<file path="config.mk">
export PLATFORM = sky130hd
export DESIGN_NAME = hil_event_capture_flat
export DESIGN_NICKNAME = d
export VERILOG_FILES = /design/src/rtl/hil_event_capture_if.sv /design/src/rtl/hil_event_capture.sv /design/src/flat_wrapper.sv
export SDC_FILE = /design/constraint.sdc
export NUM_CORES = 1
export LEC_CHECK = 0
export ABC_CLOCK_PERIOD_IN_PS = 7000
export CAP_MARGIN = 20
export CORE_ASPECT_RATIO = 1.5
export CORE_MARGIN = 5
export CORE_UTILIZATION = 60
export CTS_CLUSTER_DIAMETER = 120
export CTS_CLUSTER_SIZE = 28
export DETAILED_ROUTE_END_ITERATION = 8
export PLACE_DENSITY = 0.75
export SYNTH_ARGS = -nofsm -noshare
export SYNTH_HDL_FRONTEND = slang
export SYNTH_SLANG_ARGS = --single-unit
export TNS_END_PERCENT = 20
</file>
<file path="constraint.sdc">
create_clock -name clk -period 7 [get_ports clk]
set_input_delay 1.05 -clock clk [delete_from_list [all_inputs] [get_ports clk]]
set_output_delay 1.05 -clock clk [all_outputs]
set_load 0.01 [all_outputs]
</file>
<file path="src/rtl/hil_event_capture_if.sv">
// rtl/hil_event_capture_if.sv - event stream towards the host co-sim bridge
interface hil_event_capture_if #(
  parameter int DATA_W = 28
);
  logic              out_valid;
  logic              out_ready;
  logic [DATA_W-1:0] out_data;

  modport master (output out_valid, output out_data, input out_ready);
  modport slave  (input out_valid, input out_data, output out_ready);
endinterface

</file>
<file path="src/rtl/hil_event_capture.sv">
// rtl/hil_event_capture.sv - time-stamped change capture of DUT signals into a FWFT event FIFO
module hil_event_capture #(
  parameter int NUM_SIG = 5,
  parameter int TS_W    = 16,
  parameter int DEPTH   = 8,
  parameter int CNT_W   = 8
) (
  input  logic                     clk,
  input  logic                     rst,
  input  logic                     enable,
  input  logic [NUM_SIG-1:0]       sig_in,
  hil_event_capture_if.master      out_if,
  output logic [$clog2(DEPTH):0]   fill,
  output logic [CNT_W-1:0]         drop_cnt,
  output logic                     overflow
);

  localparam int AW     = $clog2(DEPTH);
  localparam int DATA_W = 2 + TS_W + 2*NUM_SIG;

  typedef enum logic [1:0] {S_IDLE, S_SNAP, S_RUN} state_t;

  state_t              state_q, state_d;
  logic [TS_W-1:0]     ts_q, ts_d;
  logic [NUM_SIG-1:0]  prev_q;
  logic [AW:0]         wr_ptr_q, rd_ptr_q;
  logic                lost_q, lost_d;
  logic [CNT_W-1:0]    drop_q, drop_d;
  logic                ovf_q, ovf_d;
  logic [DATA_W-1:0]   mem_q [DEPTH];

  logic                push, push_ok, pop, full, empty, drop;
  logic [NUM_SIG-1:0]  diff;
  logic [DATA_W-1:0]   push_word;
  logic [AW:0]         count;

  // Capture sequencing: a snapshot cycle always precedes change tracking
  always_comb begin
    state_d = state_q;
    case (state_q)
      S_IDLE:  if (enable) state_d = S_SNAP;
      S_SNAP:  state_d = enable ? S_RUN : S_IDLE;
      S_RUN:   if (!enable) state_d = S_IDLE;
      default: state_d = S_IDLE;
    endcase
  end

  // Event word formation: snapshot, change event, or wrap marker when nothing changed
  always_comb begin
    diff      = sig_in ^ prev_q;
    push      = 1'b0;
    push_word = '0;
    case (state_q)
      S_SNAP: begin
        push      = 1'b1;
        push_word = {lost_q, 1'b1, {TS_W{1'b0}}, {NUM_SIG{1'b1}}, sig_in};
      end
      S_RUN: begin
        if (diff != '0) begin
          push      = 1'b1;
          push_word = {lost_q, 1'b0, ts_q, diff, sig_in};
        end else if (ts_q == '0) begin
          push      = 1'b1;
          push_word = {lost_q, 1'b0, ts_q, {NUM_SIG{1'b0}}, sig_in};
        end
      end
      default: ;
    endcase
  end

  // FIFO bookkeeping; a pop in the same cycle frees the slot a full-FIFO push needs
  always_comb begin
    count   = wr_ptr_q - rd_ptr_q;
    full    = (count == (AW+1)'(DEPTH));
    empty   = (count == '0);
    pop     = !empty && out_if.out_ready;
    push_ok = push && (!full || pop);
    drop    = push && full && !pop;
    lost_d  = lost_q;
    if (push_ok) lost_d = 1'b0;
    else if (drop) lost_d = 1'b1;
    drop_d  = (drop && (drop_q != {CNT_W{1'b1}})) ? drop_q + CNT_W'(1) : drop_q;
    ovf_d   = ovf_q | drop;
    ts_d    = ((state_q == S_IDLE) || !enable) ? '0 : ts_q + TS_W'(1);
  end

  // Control state with asynchronous reset; buffered events are discarded on reset
  always_ff @(posedge clk or posedge rst) begin
    if (rst) begin
      state_q  <= S_IDLE;
      ts_q     <= '0;
      prev_q   <= '0;
      wr_ptr_q <= '0;
      rd_ptr_q <= '0;
      lost_q   <= 1'b0;
      drop_q   <= '0;
      ovf_q    <= 1'b0;
    end else begin
      state_q  <= state_d;
      ts_q     <= ts_d;
      prev_q   <= sig_in;
      lost_q   <= lost_d;
      drop_q   <= drop_d;
      ovf_q    <= ovf_d;
      if (push_ok) wr_ptr_q <= wr_ptr_q + (AW+1)'(1);
      if (pop)     rd_ptr_q <= rd_ptr_q + (AW+1)'(1);
    end
  end

  // Event storage; contents are only observable through the pointers, so no reset
  always_ff @(posedge clk) begin
    if (push_ok) mem_q[wr_ptr_q[AW-1:0]] <= push_word;
  end

  // First-word-fall-through head, forced to zero when empty
  always_comb begin
    out_if.out_valid = !empty;
    out_if.out_data  = empty ? '0 : mem_q[rd_ptr_q[AW-1:0]];
    fill             = count;
    drop_cnt         = drop_q;
    overflow         = ovf_q;
  end

endmodule

</file>
<file path="src/flat_wrapper.sv">
// flat-port wrapper written by rule: the top's interface ports become plain ports
module hil_event_capture_flat 
#(
  parameter int NUM_SIG = 5,
  parameter int TS_W    = 16,
  parameter int DEPTH   = 8,
  parameter int CNT_W   = 8
)
  (clk, rst, enable, sig_in, fill, drop_cnt, overflow, out_if_out_valid, out_if_out_data, out_if_out_ready);
  hil_event_capture_if #(.DATA_W((28))) out_if_i ();
  input  logic clk;
  input  logic rst;
  input  logic enable;
  input  logic [NUM_SIG-1:0] sig_in;
  output logic [$clog2(DEPTH):0] fill;
  output logic [CNT_W-1:0] drop_cnt;
  output logic overflow;
  output wire logic [$bits(out_if_i.out_valid)-1:0] out_if_out_valid;
  output wire logic [$bits(out_if_i.out_data)-1:0] out_if_out_data;
  input wire logic [$bits(out_if_i.out_ready)-1:0] out_if_out_ready;
  assign out_if_out_valid = out_if_i.out_valid;
  assign out_if_out_data = out_if_i.out_data;
  assign out_if_i.out_ready = out_if_out_ready;
  hil_event_capture #(.NUM_SIG(NUM_SIG), .TS_W(TS_W), .DEPTH(DEPTH), .CNT_W(CNT_W)) u_core (.clk(clk), .rst(rst), .enable(enable), .sig_in(sig_in), .out_if(out_if_i), .fill(fill), .drop_cnt(drop_cnt), .overflow(overflow));
endmodule
</file>
==> impl_metrics.py <==
metrics = {
    "power_and_ir_drop": {
        "peakVddDrop_uv": 301.1,
        "netSwitchingFraction": 0.3295,
        "p_comb_frac": 0.401,
        "intPower_mw": 3.267,
        "p_leak_nw": 4.130,
        "p_per_area_mw_per_mm2": 405.3,
        "p_clk_frac": 0.168,
        "switchingPower_mw": 1.605,
        "pwr-share-seq": 0.432,
    },
    "critical_path": {
        "cp.required_ps": 5950,
        "startpoint_type": "flip-flop",
        "cp_max_fo": 28,
        "cp.arrival_ps": 3730,
        "end_kind": "output pin",
        "critical_path_class": "flip-flop to output pin",
    },
    "drt": {
        "drt_iter0_drc": 473,
        "wl_um": 21360,
        "wl_met3_um": 977,
        "avgRoutedWirePerCell_um": 23.52,
        "ant_nets": 0,
        "via_per_inst": 6.202,
        "drt-met1-wl_um": 8188,
        "wl_met2_um": 11920,
        "highest_layer": "met4",
        "dr.pass1.iters": 5,
        "vias": 5631,
        "drc_errors": 0,
    },
    "cts": {
        "tritoncts": "done",
        "holdBufCountCts": 0,
        "clock_latency_ps": 480,
        "cts_root_buf": "clkbuf_16",
        "post_cts_buffers": 0,
        "htree_levels": 1,
        "cts_sinks": 265,
        "cts_resized": 0,
        "clk_path_buf_depth": 3,
        "clkTransAtPathRegs_ps": 100,
        "cts_made_buffers": 13,
    },
    "synth": {
        "ys_warn_count": 0,
        "syn_area_mm2": 0.01087,
        "ys_ff_latch": 265,
        "seq_area_frac_synth": 0.7132,
        "ys_types": 42,
        "synth_area_per_cell_um2": 17.07,
        "ys.flop_type": "edfxtp_1",
        "yosysTopAreaCell": "edfxtp_1",
        "async_flop_share": 0.1547,
        "synth.top_cell.area_share": 0.6188,
        "synthTopCellsByArea": "edfxtp_1, mux4_2, dfrtp_1",
        "syn_nets": 658,
        "synth_edf_count": 224,
        "synth_cells": 637,
    },
    "floorplan": {
        "die_x_um": 119.9,
        "ioPinCount": 51,
        "core_mm2": 0.01787,
        "rows": 60,
        "fp.dieH_um": 174.9,
        "start_util": 0.6084,
        "die-area_mm2": 0.02096,
    },
    "sta": {
        "setup-tns-final_ps": 0,
        "finalHoldViolations": 0,
        "drv_slew": 0,
        "setup_viol": 0,
        "fmax_mhz": 209.3,
        "min_period_ps": 4778,
        "whs_ps": 490.1,
        "rsz0062_at_grt": "false",
        "max_slew_margin": 0.4167,
        "period_share": 0.6825,
        "worst_pin_slew_ps": 872.2,
        "finalClockSkew_ps": 25.06,
    },
    "global_route": {
        "antenna_found_initial": 0,
        "grt.total_usage": 0.2121,
        "grt_pass1_vias": 5913,
        "grt_max_degree": 60,
        "overflow": 0,
        "grt_pass1_wl_um": 33920,
    },
    "placed_design": {
        "io_buffers": 50,
        "place_area_mm2": 0.01165,
        "place_hpwl_um": 12340,
        "globalplace.congestion": 0.7362,
    },
    "layout": {
        "syn2layout_area_growth_pct": 10.59,
        "fin_nets": 706,
        "layout_common_cells": "edfxtp_1, nand2_1, mux4_2",
        "n_antenna_cell": 0,
        "drive_gt1_frac": 0.1548,
        "fin_area_mm2": 0.01202,
        "final_common_cell": "edfxtp_1",
        "nFillCells": 1211,
    },
    "run": {
        "drv_cap": 0,
    },
    "outcome": {
        "run_status": "finished, final reports clean",
    },
    "worst_hold_path": {
        "hold_path.class": "flip-flop to flip-flop",
    },
}
area by class of cell:
class	instances	area, um2	area share
Sequential cell	265	7757	0.6453
Multi-Input combinational cell	325	2955	0.2458
Timing Repair Buffer	65	613.1	0.05100
Clock buffer	20	351.6	0.02925
Tap cell	217	271.5	0.02259
Inverter	15	56.30	0.004684
Clock inverter	1	16.27	0.001353
worst paths after layout:
check	from	end	slack (ps)	cells after the start
worst max register to register	u_core.rd_ptr_q[0]$_DFFE_PP0P_	u_core.mem_q[7][25]$_DFFE_PP_	3430	8
worst max-delay path	u_core.rd_ptr_q[0]$_DFFE_PP0P_	out_if_out_data[11]	2220	9
worst min-delay path	u_core.overflow$_DFF_PP0_	u_core.overflow$_DFF_PP0_	490	1
max in group asynchronous	rst	u_core.rd_ptr_q[1]$_DFFE_PP0P_	5580	3
min in group asynchronous	rst	u_core.state_q[1]$_DFFE_PP0P_	990	3
worst min register to register	u_core.overflow$_DFF_PP0_	u_core.overflow$_DFF_PP0_	490	1
cell usage after synthesis (2+ instances only):
master,number
nand3_1,15
xor2_1,20
nand3b_1,2
nor4_2,2
and3_1,20
and4_1,3
clkbuf_1,20
nor3_1,9
and4b_1,2
ha_1,11
buf_1,3
nor4b_2,4
nor4_1,3
nor2_1,17
nor2b_1,6
dfrtp_1,41
or3_1,3
edfxtp_1,224
buf_2,8
inv_1,14
mux2_1,3
nand2_1,66
o21ai_0,7
mux4_2,56
nand2b_1,5
nor3b_2,2
nand4_1,2
xnor2_1,10
and2_1,8
a21oi_1,39
worst max-delay path, cell delays in order, from the launching register on:
cell,delay (ps)
dfrtp_4,800
ha_1,260
inv_1,60
fa_1,420
xor2_1,190
nor3_1,160
o21a_1,330
buf_4,390
a21oi_1,100
clkdlybuf4s50_1,520
cell families (layout without fill, tap and decap cells):
kind of cell	Yosys count	count (layout)	share of synthesized area
fa+ha+maj	12	12	0.01450
buf+inv	47	101	0.01784
mux	61	61	0.1211
flops	265	265	0.7132
compound gates	50	50	0.02440
xor+xnor	30	30	0.02417
simple gates	172	172	0.08483
state kept, by name (all words and copies together) (netlist names):
| signal | cells |
|---|---|
| u_core.mem_q | 224 |
| u_core.ts_q | 16 |
| u_core.drop_cnt | 8 |
| u_core.prev_q | 5 |
| u_core.rd_ptr_q | 4 |
| u_core.wr_ptr_q | 4 |
| u_core.state_q | 2 |
| u_core.lost_q | 1 |
| u_core.overflow | 1 |
power groups by stage:
stage | Sequential (mW) | Combinational (mW) | Clock, mW
after global routing | 2.13 | 2.11 | 0.897
after detailed placement | 2.14 | 1.97 | 0
after global placement | 2.12 | 1.93 | 0
after CTS | 2.11 | 1.98 | 0.836
final | 2.10 | 1.95 | 0.817
after floorplan | 2.07 | 1.23 | 0
per-stage QoR:
| step | setup WS [ps] | util | total power [mW] | std cells |
|---|---|---|---|---|
| global route | 1940 | 0.6728 | 5.142 | 908 |
| global placement | 2827 | 0.6518 | 4.051 | 886 |
| floorplan | 1386 | - | 3.300 | 637 |
| detailed placement | 2695 | 0.6518 | 4.115 | 886 |
| finish | 2222 | 0.6728 | 4.873 | 908 |
| CTS | 2171 | 0.6724 | 4.926 | 907 |
per-layer routing:
metal  up-vias  GRT usage
li1       2523          -
met5         -          0
met1      2931     0.2741
met3        20    0.02332
met4         0    0.04252
met2       157     0.3903
No activity file was read; power rests on OpenSTA's default activity.
